<file path="src/rtl/hazard_ctrl.sv">
`default_nettype none
// ============================================================================
//  Module      : hazard_ctrl
//  Description : Pipeline hazard controller for the 5-stage core. Produces
//                the per-register stall/zero controls and PC write-enable
//                for load-use hazards, taken branches resolved in EX and
//                multi-cycle data-memory waits. Keeps a memory-wait FSM,
//                saturating stall/flush event counters and a sticky
//                memory-timeout flag.
//  Revision    : 1.0 - initial release
// ----------------------------------------------------------------------------
//  Ports
//    clock          in   rising-edge clock
//    reset          in   asynchronous active-low reset
//    id_rs, id_rt   in   source register fields of the instruction in ID
//    id_uses_rt     in   ID instruction reads rt
//    ex_rt          in   destination register of the instruction in EX
//    ex_mem_read    in   EX instruction is a load
//    branch_taken   in   EX resolved a taken branch/jump
//    mem_busy       in   MEM-stage access not complete this cycle
//    pc_write       out  PC may load its next value
//    *_stall/*_zero out  pipeline-register hold / bubble-insert controls
//    state          out  0 = RUN, 1 = MEMWAIT (registered)
//    mem_timeout    out  sticky: a memory wait reached MAX_WAIT cycles
//    stall_cnt      out  saturating count of cycles with pc_write = 0
//    flush_cnt      out  saturating count of branch-flush cycles
// ============================================================================
module hazard_ctrl #(
    parameter int REG_BITS = 5,
    parameter int CNT_W    = 16,
    parameter int MAX_WAIT = 64
) (
    input  logic                clock,
    input  logic                reset,
    input  logic [REG_BITS-1:0] id_rs,
    input  logic [REG_BITS-1:0] id_rt,
    input  logic                id_uses_rt,
    input  logic [REG_BITS-1:0] ex_rt,
    input  logic                ex_mem_read,
    input  logic                branch_taken,
    input  logic                mem_busy,
    output logic                pc_write,
    output logic                if_id_stall,
    output logic                if_id_zero,
    output logic                id_ex_stall,
    output logic                id_ex_zero,
    output logic                ex_mem_stall,
    output logic                ex_mem_zero,
    output logic                mem_wb_zero,
    output logic                state,
    output logic                mem_timeout,
    output logic [CNT_W-1:0]    stall_cnt,
    output logic [CNT_W-1:0]    flush_cnt
);

    // Wait counter must be able to hold MAX_WAIT itself.
    localparam int              c_WAIT_W   = $clog2(MAX_WAIT + 1);
    localparam logic [c_WAIT_W-1:0] c_WAIT_MAX = c_WAIT_W'(MAX_WAIT);
    localparam logic [c_WAIT_W-1:0] c_WAIT_ONE = c_WAIT_W'(1);
    localparam logic [CNT_W-1:0]    c_CNT_MAX  = {CNT_W{1'b1}};

    typedef enum logic [0:0] {
        RUN     = 1'b0,
        MEMWAIT = 1'b1
    } state_t;

    state_t                r_state;
    logic [c_WAIT_W-1:0]   r_wait;
    logic                  r_timeout;
    logic [CNT_W-1:0]      r_stall_cnt;
    logic [CNT_W-1:0]      r_flush_cnt;

    logic                  w_load_use;
    logic                  w_flush;
    logic [c_WAIT_W-1:0]   w_wait_nxt;

    // A load writing r0 never creates a real dependency.
    assign w_load_use = ex_mem_read && (ex_rt != '0) &&
                        ((ex_rt == id_rs) || (id_uses_rt && (ex_rt == id_rt)));

    // Branch flush only wins once the memory freeze has released.
    assign w_flush = reset && !mem_busy && branch_taken;

    // ------------------------------------------------------------------
    // Control outputs: purely combinational, zero-cycle latency.
    // Priority: freeze > branch flush > load-use. Holding reset forces
    // every control low, including pc_write.
    // ------------------------------------------------------------------
    always_comb begin
        pc_write     = 1'b0;
        if_id_stall  = 1'b0;
        if_id_zero   = 1'b0;
        id_ex_stall  = 1'b0;
        id_ex_zero   = 1'b0;
        ex_mem_stall = 1'b0;
        ex_mem_zero  = 1'b0;
        mem_wb_zero  = 1'b0;
        if (reset) begin
            pc_write = 1'b1;
            if (mem_busy) begin
                // Hold everything upstream of MEM; MEM_WB gets a bubble so
                // the stalled access is not written back repeatedly.
                pc_write     = 1'b0;
                if_id_stall  = 1'b1;
                id_ex_stall  = 1'b1;
                ex_mem_stall = 1'b1;
                mem_wb_zero  = 1'b1;
            end else if (branch_taken) begin
                // Discard the two younger instructions in IF_ID and ID_EX;
                // any load-use on the discarded ID instruction is moot.
                if_id_zero = 1'b1;
                id_ex_zero = 1'b1;
            end else if (w_load_use) begin
                pc_write    = 1'b0;
                if_id_stall = 1'b1;
                id_ex_zero  = 1'b1;
            end
        end
    end

    // Next wait-counter value: starts at 1 on entry to MEMWAIT, then
    // increments while busy and saturates at MAX_WAIT.
    always_comb begin
        w_wait_nxt = '0;
        if (mem_busy) begin
            if (r_state == RUN) begin
                w_wait_nxt = c_WAIT_ONE;
            end else if (r_wait == c_WAIT_MAX) begin
                w_wait_nxt = r_wait;
            end else begin
                w_wait_nxt = r_wait + c_WAIT_ONE;
            end
        end
    end

    // ------------------------------------------------------------------
    // Memory-wait FSM, timeout flag and event counters.
    // ------------------------------------------------------------------
    always_ff @(posedge clock or negedge reset) begin
        if (!reset) begin
            r_state     <= RUN;
            r_wait      <= '0;
            r_timeout   <= 1'b0;
            r_stall_cnt <= '0;
            r_flush_cnt <= '0;
        end else begin
            case (r_state)
                RUN: begin
                    if (mem_busy) begin
                        r_state <= MEMWAIT;
                    end
                end
                MEMWAIT: begin
                    if (!mem_busy) begin
                        r_state <= RUN;
                    end
                end
                default: r_state <= RUN;
            endcase
            r_wait <= w_wait_nxt;

            // Sticky until reset.
            if (mem_busy && (w_wait_nxt == c_WAIT_MAX)) begin
                r_timeout <= 1'b1;
            end

            if (!pc_write && (r_stall_cnt != c_CNT_MAX)) begin
                r_stall_cnt <= r_stall_cnt + 1'b1;
            end
            if (w_flush && (r_flush_cnt != c_CNT_MAX)) begin
                r_flush_cnt <= r_flush_cnt + 1'b1;
            end
        end
    end

    assign state       = r_state;
    assign mem_timeout = r_timeout;
    assign stall_cnt   = r_stall_cnt;
    assign flush_cnt   = r_flush_cnt;

endmodule
`default_nettype wire
</file>
<file path="config.mk">
export PLATFORM = sky130hd
export DESIGN_NAME = hazard_ctrl
export DESIGN_NICKNAME = d
export VERILOG_FILES = /design/src/rtl/hazard_ctrl.sv
export SDC_FILE = /design/constraint.sdc
export NUM_CORES = 1
export LEC_CHECK = 0
export CORE_MARGIN = 3
export CORE_UTILIZATION = 45
export DETAILED_ROUTE_END_ITERATION = 6
export GPL_ROUTABILITY_DRIVEN = 0
export PLACE_DENSITY = 0.81
export SLEW_MARGIN = 30
export SYNTH_ARGS = -nofsm -noshare
export SYNTH_HDL_FRONTEND = slang
export SYNTH_SLANG_ARGS = --single-unit
</file>
<file path="constraint.sdc">
create_clock -name clock -period 6.28 [get_ports clock]
set_clock_uncertainty 0.1 [all_clocks]
set_input_delay 0.942 -clock clock [delete_from_list [all_inputs] [get_ports clock]]
set_output_delay 0.942 -clock clock [all_outputs]
set_load 0.05 [all_outputs]
</file>
# Yosys cells after proc, flatten, opt, wreduce, memory -nomap -nowiden
# Index checks and enable logic that the tools add are counted.
[classes]
div_mod_pow = 0
n_mul = 0
magnitude_cmp = 0
add_sub_neg = 3
mux = 19
n_bitwise = 0
shift = 0
reduce_logical = 12
eq_ne = 6
[ops]
columns = ["op", "n"]
rows = [
  ["adder 16 x 1 -> 16 bit (second input constant)", 2],
  ["inequality test 16 bit (second input constant)", 2],
  ["two-way mux 7 bit", 3],
  ["two-way mux 1 bit", 16],
  ["equality test 7 bit (second input constant)", 2],
  ["equality test 5 bit", 2],
  ["logical AND 1 bit", 8],
  ["adder 7 x 1 -> 7 bit (second input constant)", 1],
  ["nonzero test 5 bit", 1],
  ["zero test 1 bit", 2],
  ["logical OR 1 bit", 1],
]
[totals]
memories = 0
register_bits = 41
latch_bits = 0
in_bits = 21
romBits = 0
mem_bits_rw = 0

# Longest topological paths before layout
# Gate-level depths: netlist (run 1).
[logic_depth]
ltp_word = 10
ltp_mapped = 10

# Least setup slack after synthesis (run 1)
# No wires, ideal clock.
[synth_path]
path_kind = "input to output"
start = "input port ex_rt[1]"
end = "output port pc_write"
path_buffers = 1
stages = 4
required_ns = 5.238
t_arrival_ns = 2.140
slack_ns = 3.098
cell_sequence = "or4_1 -> o21ai_1 -> o31a_1 -> buf_6"
[synth_between]
elab_chain_len = 8
elab_cells_between_ends = 11
[synth_lines]
columns = ["element", "line_no", "source"]
rows = [
  ["start, declared", "38", "input logic [REG_BITS-1:0] ex_rt,"],
  ["equality test 5 bit", "79", "((ex_rt == id_rs) || (id_uses_rt && (ex_rt == id_rt)));"],
  ["logical AND 1 bit", "79", ""],
  ["logical OR 1 bit", "79", ""],
  ["logical AND 1 bit *", "78", "assign w_load_use = ex_mem_read && (ex_rt != '0) &&"],
  ["two-way mux 1 bit *", "113", "end else if (w_load_use) begin"],
  ["two-way mux 1 bit *", "108", "end else if (branch_taken) begin"],
  ["two-way mux 1 bit *", "100", "if (mem_busy) begin"],
  ["two-way mux 1 bit *", "98", "if (reset) begin"],
  ["end, declared", "42", "output logic pc_write,"],
]
# Every way passes the cells marked *; elsewhere a longest branch is shown, timed or not.

# Worst setup path after layout (run 1)
# Ends and elaborated chain as after synthesis.

==> key figures, run 1 <==
Critical path
  • Worst reg-to-reg path cell count: 7
  • Ordered list of cells on the worst path: clkdlybuf4s50_1 -> or4_1 -> o21ai_1 -> o31a_1 -> clkdlybuf4s50_1
  • Reg2Reg Capture Point: stall_cnt[1]
  • Worst endpoint required time: 5.24 ns
  • Origin of the worst setup path: ex_rt[1]
  • Maximum single-stage delay on the critical path: 0.93 ns
  • Worst Setup Start Kind: primary input
  • FF-to-FF setup slack: 3.97 ns
  • Category of the critical setup timing path: primary input to primary output
  • Maximum fanout count along the critical path: 16
  • Slowest cell on crit path: sky130_fd_sc_hd__clkdlybuf4s50_1
  • Library cell appearing most often on the critical path: sky130_fd_sc_hd__clkdlybuf4s50_1
  • Arrival time of the worst setup path: 3.70 ns
  • End of the critical path: pc_write
  • Kind of capture point of the worst setup path: primary output
  • Worst r2r src: stall_cnt[0]

Timing
  • Maximum clock frequency: 210.9 MHz
  • RSZ-0062 raised after global routing: false
  • Worst setup slack after layout: 1.538 ns
  • Final hold viol count: 0
  • Transition time of the tightest slew-check pin: 0.7022 ns
  • # setup viols final: 0
  • Aggregate negative setup slack: 0 ns
  • Worst slack on hold paths: 0.3640 ns
  • Final critical-path share of the clock period: 0.7551
  • Crit path time final: 4.742 ns
  • Number of slew-limit violations in the final report: 0
  • Slew margin rel.: 0.5319

Finish
  • Final layout net count: 305
  • Diode insertion count for antenna repair: 0
  • Growth of design area from synthesis to finish: 32.91%
  • Non-filler cells, final: 333
  • Fraction of final layout cells with drive strength greater than 1: 0.06050

Yosys
  • Primary FF master, synth: sky130_fd_sc_hd__dfrtp_1
  • Portion of the post-synthesis area used by sequential elements: 0.4702
  • Number of enable-type register cells in the synthesized netlist: 0
  • Total nets after synthesis: 244
  • Post-synthesis area per instance: 9.964 sq um
  • Post-synth cell types: 37
  • Number of synthesized register bits: 41
  • Number of warnings reported in the yosys synthesis log: 0
  • Syn Std Cell Area: 2182 sq um
  • Share of flip-flops with an asynchronous set or reset: 1.000
  • Post-synthesis instance total: 219

Clock network
  • Max Root-Sink Buffers: 2
  • Clock insertion delay at the later pin of the skew report: 0.30 ns
  • Number of buffers added to fix hold violations after cts: 0
  • Post-CTS setup buffer count: 0
  • Root buffer selected by CTS: sky130_fd_sc_hd__clkbuf_8
  • Maximum level of the CTS H-tree: 2
  • Number of buffers inserted during clock tree synthesis: 5
  • Clock sink count: 41
  • Resize count post-CTS: 0
  • Clock tree from TritonCTS: done
  • Clock-pin slew of the registers on the worst-case setup and hold paths: 0.08 ns

Drt
  • Initial DRC count: 109
  • Number of remaining DRC errors: 0
  • Via count: 1,740
  • Wire length after detailed routing: 4673 um
  • Length of the first detailed-routing pass in iterations: 4
  • Number of antenna-violating nets in the routed design: 0
  • Average wire per cell in the routed design: 14.03 um
  • Vias per inst: 5.225

Flow run
  • Number of violations of the max-capacitance limit: 0

Floorplanning
  • Placeable core region: 4504 sq um
  • Die extent in y: 75.64 um
  • Initial standard-cell utilization of the core: 0.4844
  • Count of boundary I/O pins: 63
  • Width of the die: 75.64 um
  • Die footprint: 5721 sq um
  • Row cnt: 24

Global routing
  • Total GRT Usage: 0.1695
  • Wire length of the first global-routing pass: 7493 um
  • Number of antenna violations at the first check in global routing: 0
  • Final global-route overflow total: 0
  • Via count of the first global-routing pass: 1,679
  • Largest net degree at the start of global routing: 45

Place
  • Dpl cells: 325
  • Worst setup timing slack at the placement stage: 1.564 ns
  • Half-perimeter wire length after detailed placement: 3510 um
  • Quantity of I/O buffers inserted on ports: 61

Power and ir drop
  • Worst-case vdd ir drop: 0.3582 mV
  • Cell Pwr Density: 348.6 nW/um^2
  • Power, Total: 1011 uW
  • Leakage power of the design: 0.001201 uW

Status
  • Run status: finished clean

Min path
  • Worst min-delay path category: flop to flop
-- metrics by stage --
step	instance area (sq um)	util
after floorplan	2182	-
after global placement	2810	0.6239
after detailed placement	2810	0.6239
after CTS	2900	0.6439
after global routing	2900	0.6439
final	2900	0.6439
-- cells in the mapped netlist, types with 2 or more instances --
master,number,area share
sky130_fd_sc_hd__mux2_2,3,0.015
sky130_fd_sc_hd__clkbuf_1,3,0.0052
sky130_fd_sc_hd__xor2_1,30,0.12
sky130_fd_sc_hd__buf_4,3,0.010
sky130_fd_sc_hd__nor3_1,15,0.034
sky130_fd_sc_hd__a21o_1,2,0.0069
sky130_fd_sc_hd__and4_1,2,0.0080
sky130_fd_sc_hd__o21a_1,2,0.0069
sky130_fd_sc_hd__and2_1,5,0.014
sky130_fd_sc_hd__nand4_1,5,0.014
sky130_fd_sc_hd__nand2_1,21,0.036
sky130_fd_sc_hd__ha_1,4,0.023
sky130_fd_sc_hd__inv_1,7,0.012
sky130_fd_sc_hd__nor2_1,20,0.034
sky130_fd_sc_hd__xnor2_1,15,0.060
sky130_fd_sc_hd__and3_1,3,0.0086
sky130_fd_sc_hd__nand3_1,14,0.032
sky130_fd_sc_hd__dfrtp_1,41,0.47
sky130_fd_sc_hd__or4_1,2,0.0069
sky130_fd_sc_hd__nor4_1,5,0.014
-- kinds of logic after synthesis --
group                      after synthesis  synth area share
AOI/OAI and AO/OA                       11           0.03612
xor gates and xnor gates                45            0.1806
adders and majority gates                4           0.02294
buffers and inverters                   15           0.03498
DFF                                     41            0.4702
muxes                                    3           0.01548
other                                    1          0.001719
and+or+nand+nor                         99            0.2380
-- power by group --
group	internal (uW)	switching [uW]
sequential	318	70.3
clock	78.9	98.0
combinational	160	286
-- cell type report --
| cell class | count | area [sq um] |
|---|---|---|
| Tap cell | 52 | 65.06 |
| Inverter | 7 | 26.28 |
| Timing Repair Buffer | 62 | 613.1 |
| Clock buffer | 5 | 68.82 |
| Fill cell | 380 | 1604 |
| Multi-Input combinational cell | 163 | 1080 |
| Clock inverter | 3 | 21.27 |
| Sequential cell | 41 | 1026 |
-- state kept, by name, indices dropped and copies added (netlist names) --
signal	cells
stall_cnt	16
mem_timeout	1
flush_cnt	16
state	1
r_wait	7
-- critical path, delay by kind of cell --
family / cells / cell delay, ns
buf+inv: 2 / 1.40
compound gates: 2 / 0.81
simple gates: 1 / 0.54
-- placed cells by master, fill, tap and decap left out, types with 2 or more instances in the layout --
| master | count |
|---|---|
| sky130_fd_sc_hd__or4_1 | 2 |
| sky130_fd_sc_hd__a21o_1 | 2 |
| sky130_fd_sc_hd__o21a_1 | 2 |
| sky130_fd_sc_hd__nand3_1 | 14 |
| sky130_fd_sc_hd__mux2_2 | 3 |
| sky130_fd_sc_hd__and2_1 | 5 |
| sky130_fd_sc_hd__inv_1 | 7 |
| sky130_fd_sc_hd__ha_1 | 4 |
| sky130_fd_sc_hd__and4_1 | 2 |
| sky130_fd_sc_hd__and3_1 | 3 |
| sky130_fd_sc_hd__nand2_1 | 21 |
| sky130_fd_sc_hd__clkdlybuf4s50_1 | 60 |
| sky130_fd_sc_hd__nor3_1 | 15 |
| sky130_fd_sc_hd__xnor2_1 | 15 |
| sky130_fd_sc_hd__nor4_1 | 5 |
| sky130_fd_sc_hd__nand4_1 | 5 |
| sky130_fd_sc_hd__xor2_1 | 30 |
| sky130_fd_sc_hd__nor2_1 | 20 |
| sky130_fd_sc_hd__dfrtp_1 | 41 |
| sky130_fd_sc_hd__clkbuf_8 | 5 |
-- worst min path at each step --
stage | start | to | slack, ns | cells after the start
after CTS | mem_timeout | mem_timeout | 0.37 | 1
after global placement | mem_timeout | mem_timeout | 0.35 | 1
after detailed placement | mem_timeout | mem_timeout | 0.35 | 1
after floorplan | r_wait[6] | r_wait[6] | 0.43 | 2
after global routing | mem_timeout | mem_timeout | 0.41 | 1
final | mem_timeout | mem_timeout | 0.36 | 1
-- metal layers --
metal	wire length (um)	GRT usage	vias to the layer above	share of wire
li1	-	-	863	-
met1	2113	0.2204	832	0.45
met2	2364	0.2771	41	0.51
met3	168	0.05277	4	0.036
met4	26	0.04078	0	0.0056
met5	0	0	-	0
No activity file was read; power rests on OpenSTA's default activity.
==> inputs of run 2 (changes only) <==
- CORE_UTILIZATION: 45 -> 43
- clock period: 6.28 -> 4.3 ns (I/O delays scaled with it)
==> run 2 against run 1 <==
Compared with the run above:
- via count rose by 3.0%
- non-clock buffer count rose by 1
- register-to-register slack got worse by 2.0 ns
- power rose by 46%
- sequential power rose by 46%
- sequential cell count did not move
- combinational power rose by 46%
- cell count rose by 4.8%
- sequential share of layout area fell by 0.33 points
- critical path depth rose by 2
==> key figures, run 2 (same netlist as run 1, synthesis figures left out) <==
Status
  • Run status: finished clean (unchanged)

Timing
  • Transition time of the tightest slew-check pin: 0.6427 ns (was 0.7022 ns)
  • # setup viols final: 0 (unchanged)
  • RSZ-0062 raised after global routing: false (unchanged)
  • Number of slew-limit violations in the final report: 0 (unchanged)
  • Worst slack on hold paths: 0.07240 ns (was 0.3640 ns)
  • Final critical-path share of the clock period: 0.8421
  • Maximum clock frequency: 276.2 MHz
  • Final hold viol count: 0 (unchanged)
  • Slew margin rel.: 0.5670 (was 0.5319)
  • Crit path time final: 3.621 ns
  • Aggregate negative setup slack: 0 ns (unchanged)

Floorplanning
  • Die footprint: 5965 sq um (was 5721 sq um)
  • Width of the die: 77.24 um (was 75.64 um)
  • Count of boundary I/O pins: 63 (unchanged)
  • Die extent in y: 77.24 um (was 75.64 um)
  • Row cnt: 25 (was 24)
  • Initial standard-cell utilization of the core: 0.4530 (was 0.4844)
  • Placeable core region: 4817 sq um (was 4504 sq um)

Power and ir drop
  • Worst-case vdd ir drop: 0.4392 mV (was 0.3582 mV)
  • Leakage power of the design: 0.001208 uW (was 0.001201 uW)
  • Cell Pwr Density: 504.4 nW/um^2 (was 348.6 nW/um^2)

Clock network
  • Resize count post-CTS: 0 (unchanged)
  • Max Root-Sink Buffers: 2 (unchanged)
  • Clock sink count: 41 (unchanged)
  • Clock-pin slew of the registers on the worst-case setup and hold paths: 0.08 ns (about the same)
  • Clock tree from TritonCTS: done (unchanged)
  • Root buffer selected by CTS: sky130_fd_sc_hd__clkbuf_8 (unchanged)
  • Post-CTS setup buffer count: 0 (unchanged)
  • Maximum level of the CTS H-tree: 2 (unchanged)
  • Clock insertion delay at the later pin of the skew report: 0.30 ns (about the same)
  • Number of buffers inserted during clock tree synthesis: 5 (unchanged)
  • Number of buffers added to fix hold violations after cts: 0 (unchanged)

Global routing
  • Final global-route overflow total: 0 (unchanged)
  • Wire length of the first global-routing pass: 8211 um (was 7493 um)
  • Total GRT Usage: 0.1708 (was 0.1695)
  • Via count of the first global-routing pass: 1,754 (was 1,679)
  • Largest net degree at the start of global routing: 39 (was 45)
  • Number of antenna violations at the first check in global routing: 0 (unchanged)

Drt
  • Number of antenna-violating nets in the routed design: 0 (unchanged)
  • Length of the first detailed-routing pass in iterations: 4 (unchanged)
  • Via count: 1,793 (was 1,740)
  • Detail Route met3 WL: 223 um (was 168 um)
  • Vias per inst: 5.138 (was 5.225)
  • Uppermost layer routed: met4 (unchanged)
  • Wire length after detailed routing: 4822 um (was 4673 um)
  • Met2 WL: 2410 um (was 2364 um)
  • Wire length on met1: 2145 um (was 2113 um)
  • Number of remaining DRC errors: 0 (unchanged)
  • Average wire per cell in the routed design: 13.82 um (was 14.03 um)
  • Initial DRC count: 107 (was 109)

Finish
  • Commonest non-fill, non-tap cell in the layout: sky130_fd_sc_hd__clkdlybuf4s50_1 (unchanged)
  • Fraction of final layout cells with drive strength greater than 1: 0.06738 (was 0.06050)
  • Share of the core filled with cells: 0.6078 (was 0.6439)
  • Growth of design area from synthesis to finish: 34.17% (was 32.91%)
  • Highest-count cells in the layout ignoring fill and taps: 59 x sky130_fd_sc_hd__clkdlybuf4s50_1, 41 x sky130_fd_sc_hd__dfrtp_1, 30 x sky130_fd_sc_hd__xor2_1, 21 x sky130_fd_sc_hd__nand2_1, 20 x sky130_fd_sc_hd__nor2_1 (was 60 x sky130_fd_sc_hd__clkdlybuf4s50_1, 41 x sky130_fd_sc_hd__dfrtp_1, 30 x sky130_fd_sc_hd__xor2_1, 21 x sky130_fd_sc_hd__nand2_1, 20 x sky130_fd_sc_hd__nor2_1)
  • Diode insertion count for antenna repair: 0 (unchanged)
  • Final layout net count: 306 (was 305)

Flow run
  • Number of violations of the max-capacitance limit: 0 (unchanged)

Critical path
  • Slowest cell on crit path: sky130_fd_sc_hd__clkdlybuf4s50_1 (unchanged)
  • Kind of capture point of the worst setup path: primary output (unchanged)
  • Maximum single-stage delay on the critical path: 0.79 ns (was 0.93 ns)
  • Worst endpoint required time: 3.56 ns (was 5.24 ns)
  • Library cell appearing most often on the critical path: sky130_fd_sc_hd__clkdlybuf4s50_1 (unchanged)
  • Ordered list of cells on the worst path: clkdlybuf4s50_1 -> xor2_1 -> nor4_2 -> a32oi_1 -> nor3_1 -> o21a_1 -> clkdlybuf4s50_1 (was clkdlybuf4s50_1 -> or4_1 -> o21ai_1 -> o31a_1 -> clkdlybuf4s50_1)
  • Maximum fanout count along the critical path: 3 (was 16)
  • Category of the critical setup timing path: primary input to primary output (unchanged)
  • Arrival time of the worst setup path: 2.88 ns (was 3.70 ns)
  • Worst Setup Start Kind: primary input (unchanged)

Min path
  • Worst min-delay path category: primary input to asynchronous set/reset pin (was flop to flop)

Place
  • Quantity of I/O buffers inserted on ports: 61 (unchanged)
  • Half-perimeter wire length after detailed placement: 3623 um (was 3510 um)
run 2: cell types whose count changed in the layout (fill, tap and decap cells not counted), sizes merged:
| cell | delta |
|---|---|
| buf | +2 |
| clkdlybuf4s50 | -1 |
run 2: path summary, 6_finish.rpt:
kind	cells past startpoint	from	endpoint	slack [ns]
min reg2reg	1	mem_timeout	mem_timeout	0.36
max reg2reg	7	stall_cnt[0]	stall_cnt[1]	2.00
min	1	reset	r_wait[1]	0.07
max in group asynchronous	2	reset	flush_cnt[7]	3.33
max	7	ex_rt[4]	if_id_stall	0.68
min in group clock	1	mem_timeout	mem_timeout	0.36
run 2: final cells by class:
cell class | count | area, sq um
clock buffer | 5 | 68.82
clock inverter | 3 | 25.02
fill | 421 | 1889
inverter | 7 | 26.28
multi-input combinational | 163 | 1080
sequential | 41 | 1026
tap | 67 | 83.83
timing repair buffer | 63 | 618.1
run 2: metal layers:
metal  up-vias  GRT usage
met5         -          0
met4         0    0.04270
met3         7    0.05047
met2        43     0.2832
met1       878     0.2181
li1        865          -
run 2: report_power, final:
part,internal [uW],total (uW),switching [uW]
Combinational,234,649,416
Clock,117,258,141
Sequential,465,569,104
Total,816,1480,661
run 2: worst max-delay path, delay by kind of cell:
kind                   cells  cell delay, ns
AND/OR/NAND/NOR            2            0.46
buffers and inverters      2            1.25
AO/OA/AOI/OAI              2            0.32
XOR/XNOR                   1            0.19
run 2: through the flow:
| step | total power, uW | worst slack [ns] | instance area (sq um) | std cells |
|---|---|---|---|---|
| floorplan | 986.9 | 1.712 | 2182 | 219 |
| global placement | 1216 | 0.7215 | 2834 | 341 |
| detailed placement | 1224 | 0.6569 | 2834 | 341 |
| CTS | 1490 | 0.6606 | 2928 | 349 |
| global route | 1556 | 0.5950 | 2928 | 349 |
| finish | 1477 | 0.6790 | 2928 | 349 |
==> inputs of run 3 (changes only) <==
- clock period: 4.3 -> 3.3 ns (I/O delays scaled with it)
==> run 3 against run 2 <==
Compared with the run above:
- count of clock-buffer cells in the layout stayed put
- clock power is 33% higher
- hold slack better by 0.29 ns
- routed wire length is 6.1% lower
- cell area is 0.94% higher
- highest routed layer unchanged
- setup slack worse by 0.37 ns
- via count is 2.2% lower
- sequential cell count stayed put
- global-route usage is 0.59 points lower
- first-iteration DRC count is 33% lower
- power is 31% higher
- utilization is 0.57 points higher
==> key figures, run 3 (same netlist as run 1, synthesis figures left out) <==
Status
  • Run status: finished clean (unchanged)

Clock network
  • Maximum level of the CTS H-tree: 2 (unchanged)
  • Post-CTS setup buffer count: 0 (unchanged)
  • Clock-pin slew of the registers on the worst-case setup and hold paths: 0.09 ns (was 0.08 ns)
  • Clock insertion delay at the later pin of the skew report: 0.30 ns (about the same)
  • Clock tree from TritonCTS: done (unchanged)
  • Clock sink count: 41 (unchanged)
  • Max Root-Sink Buffers: 2 (unchanged)
  • Number of buffers inserted during clock tree synthesis: 5 (unchanged)
  • Root buffer selected by CTS: sky130_fd_sc_hd__clkbuf_8 (unchanged)

Drt
  • Wire length after detailed routing: 4529 um (was 4822 um)
  • Initial DRC count: 72 (was 107)
  • Length of the first detailed-routing pass in iterations: 4 (unchanged)
  • Number of remaining DRC errors: 0 (unchanged)
  • Vias per inst: 5.011 (was 5.138)
  • Number of antenna-violating nets in the routed design: 0 (unchanged)
  • Average wire per cell in the routed design: 12.94 um (was 13.82 um)
  • Via count: 1,754 (was 1,793)

Power and ir drop
  • Cell Pwr Density: 652.8 nW/um^2 (was 504.4 nW/um^2)
  • Internal power contribution: 1068 uW (was 816.1 uW)
  • Part of the power in combinational logic: 0.437 (was 0.440)
  • Leakage power of the design: 0.001225 uW (was 0.001208 uW)
  • Sequential Power Share: 0.385 (about the same)
  • Worst-case vdd ir drop: 0.5950 mV (was 0.4392 mV)
  • Clk pwr share: 0.177 (was 0.175)
  • Switching power of the nets: 861.5 uW (was 660.7 uW)
  • Sw frac: 0.4466 (was 0.4474)

Critical path
  • FF-to-FF setup slack: 0.99 ns (was 2.00 ns)
  • Worst path depth: 5 (was 7)
  • Worst Setup Start Kind: primary input (unchanged)
  • Worst reg-to-reg path cell count: 7 (unchanged)
  • Worst r2r src: stall_cnt[0] (unchanged)
  • Slowest cell on crit path: sky130_fd_sc_hd__or4_1 (was sky130_fd_sc_hd__clkdlybuf4s50_1)
  • Kind of capture point of the worst setup path: primary output (unchanged)
  • Maximum single-stage delay on the critical path: 0.53 ns (was 0.79 ns)
  • Category of the critical setup timing path: primary input to primary output (unchanged)
  • Number of buffers and inverters on the critical path: 2 (unchanged)
  • Cell family contributing the most delay on the critical path: compound AO/OA/AOI/OAI gates (was buffers and inverters)
  • Maximum fanout count along the critical path: 12 (was 3)
  • Origin of the worst setup path: ex_rt[2] (was ex_rt[4])
  • End of the critical path: pc_write (was if_id_stall)
  • Arrival time of the worst setup path: 2.40 ns (was 2.88 ns)
  • Worst endpoint required time: 2.70 ns (was 3.56 ns)
  • Reg2Reg Capture Point: stall_cnt[1] (unchanged)
  • Ordered list of cells on the worst path: clkdlybuf4s50_1 -> or4_1 -> o21ai_1 -> o31a_1 -> buf_12 (was clkdlybuf4s50_1 -> xor2_1 -> nor4_2 -> a32oi_1 -> nor3_1 -> o21a_1 -> clkdlybuf4s50_1)

Finish
  • Final layout net count: 307 (was 306)
  • Growth of design area from synthesis to finish: 35.44% (was 34.17%)
  • Fraction of final layout cells with drive strength greater than 1: 0.07774 (was 0.06738)
  • Commonest non-fill, non-tap cell in the layout: sky130_fd_sc_hd__clkdlybuf4s50_1 (unchanged)
  • Diode insertion count for antenna repair: 0 (unchanged)
  • Highest-count cells in the layout ignoring fill and taps: 56 x sky130_fd_sc_hd__clkdlybuf4s50_1, 41 x sky130_fd_sc_hd__dfrtp_1, 30 x sky130_fd_sc_hd__xor2_1, 21 x sky130_fd_sc_hd__nand2_1, 20 x sky130_fd_sc_hd__nor2_1 (was 59 x sky130_fd_sc_hd__clkdlybuf4s50_1, 41 x sky130_fd_sc_hd__dfrtp_1, 30 x sky130_fd_sc_hd__xor2_1, 21 x sky130_fd_sc_hd__nand2_1, 20 x sky130_fd_sc_hd__nor2_1)

Global routing
  • Wire length of the first global-routing pass: 8162 um (was 8211 um)
  • Final global-route overflow total: 0 (unchanged)
  • Largest net degree at the start of global routing: 39 (unchanged)
  • Via count of the first global-routing pass: 1,760 (was 1,754)
  • Total GRT Usage: 0.1650 (was 0.1708)
  • Number of antenna violations at the first check in global routing: 0 (unchanged)

Floorplanning
  • Count of boundary I/O pins: 63 (unchanged)
  • Width of the die: 77.24 um (unchanged)
  • Initial standard-cell utilization of the core: 0.4530 (unchanged)
  • Die extent in y: 77.24 um (unchanged)
  • Row cnt: 25 (unchanged)
  • Placeable core region: 4817 sq um (unchanged)
  • Die footprint: 5965 sq um (unchanged)

Timing
  • Number of slew-limit violations in the final report: 0 (unchanged)
  • Final hold viol count: 0 (unchanged)
  • Aggregate negative setup slack: 0 ns (unchanged)
  • RSZ-0062 raised after global routing: false (unchanged)
  • Slew margin rel.: 0.5968 (was 0.5670)
  • Final critical-path share of the clock period: 0.9062
  • Worst slack on hold paths: 0.3641 ns (was 0.07240 ns)
  • Crit path time final: 2.990 ns
  • Maximum clock frequency: 334.4 MHz
  • Transition time of the tightest slew-check pin: 0.5984 ns (was 0.6427 ns)
  • # setup viols final: 0 (unchanged)

Place
  • Half-perimeter wire length after detailed placement: 3500 um (was 3623 um)
  • Quantity of I/O buffers inserted on ports: 61 (unchanged)

Flow run
  • Number of violations of the max-capacitance limit: 0 (unchanged)

Min path
  • Worst min-delay path category: flop to flop (was primary input to asynchronous set/reset pin)
==> run 3: cell type report <==
cell class                 instances  area [sq um]
clock buffer                       5         68.82
fill                             426          1862
tap                               67         83.83
timing repair buffer              64         645.6
inverter                           7         26.28
sequential                        41          1026
clock inverter                     3         25.02
multi-input combinational        163          1080
==> run 3: timing repair <==
item / 4_1_cts / 5_1_grt
endpoints found under the hold margin: 3 / 0
hold buffers: 1 / 0
endpoints found under the setup margin: 0 / 0
gates resized for setup: 0 / 0
==> run 3: metrics by stage <==
stage                     setup slack (ns)  cells  instance area, sq um    util  power, uW
after CTS                           0.2917    350                  2955  0.6135       1944
after detailed placement            0.2998    341                  2851  0.5919       1599
after floorplan                     0.8151    219                  2182       -       1286
after global placement              0.3218    341                  2851  0.5919       1591
final                               0.3096    350                  2955  0.6135       1929
after global routing                0.1581    350                  2955  0.6135       2033
==> run 3: routing by layer <==
metal  global-route usage  wire length [um]  share of wire  up-vias
li1                     -                 -              -      865
met1               0.2299              2075           0.46      830
met2               0.2530              2137           0.47       49
met3              0.03756               214          0.047       10
met4              0.05516               101          0.022        0
met5                    0                 0              0        -
==> run 3: power groups by stage <==
stage               Combinational [uW]  Sequential, uW  Clock, uW
CTS                                853             743        349
floorplan                          209            1080          0
global placement                   842             749          0
finish                             844             743        342
global route                       900             765        368
detailed placement                 850             748          0
==> run 3: worst register-to-register path, delay by kind of cell (launching register included) <==
family | cells | cell delay, ns
and+or+nand+nor | 5 | 1.17
muxes | 1 | 0.30
DFF | 1 | 0.44
adders and majority gates | 1 | 0.21
==> run 3: how the worst min path moves through the flow <==
stage	start	endpoint	cells after the start
CTS	mem_timeout	mem_timeout	1
finish	mem_timeout	mem_timeout	1
global route	mem_timeout	mem_timeout	1
global placement	reset	state	1
detailed placement	reset	state	1
floorplan	reset	flush_cnt[0]	0
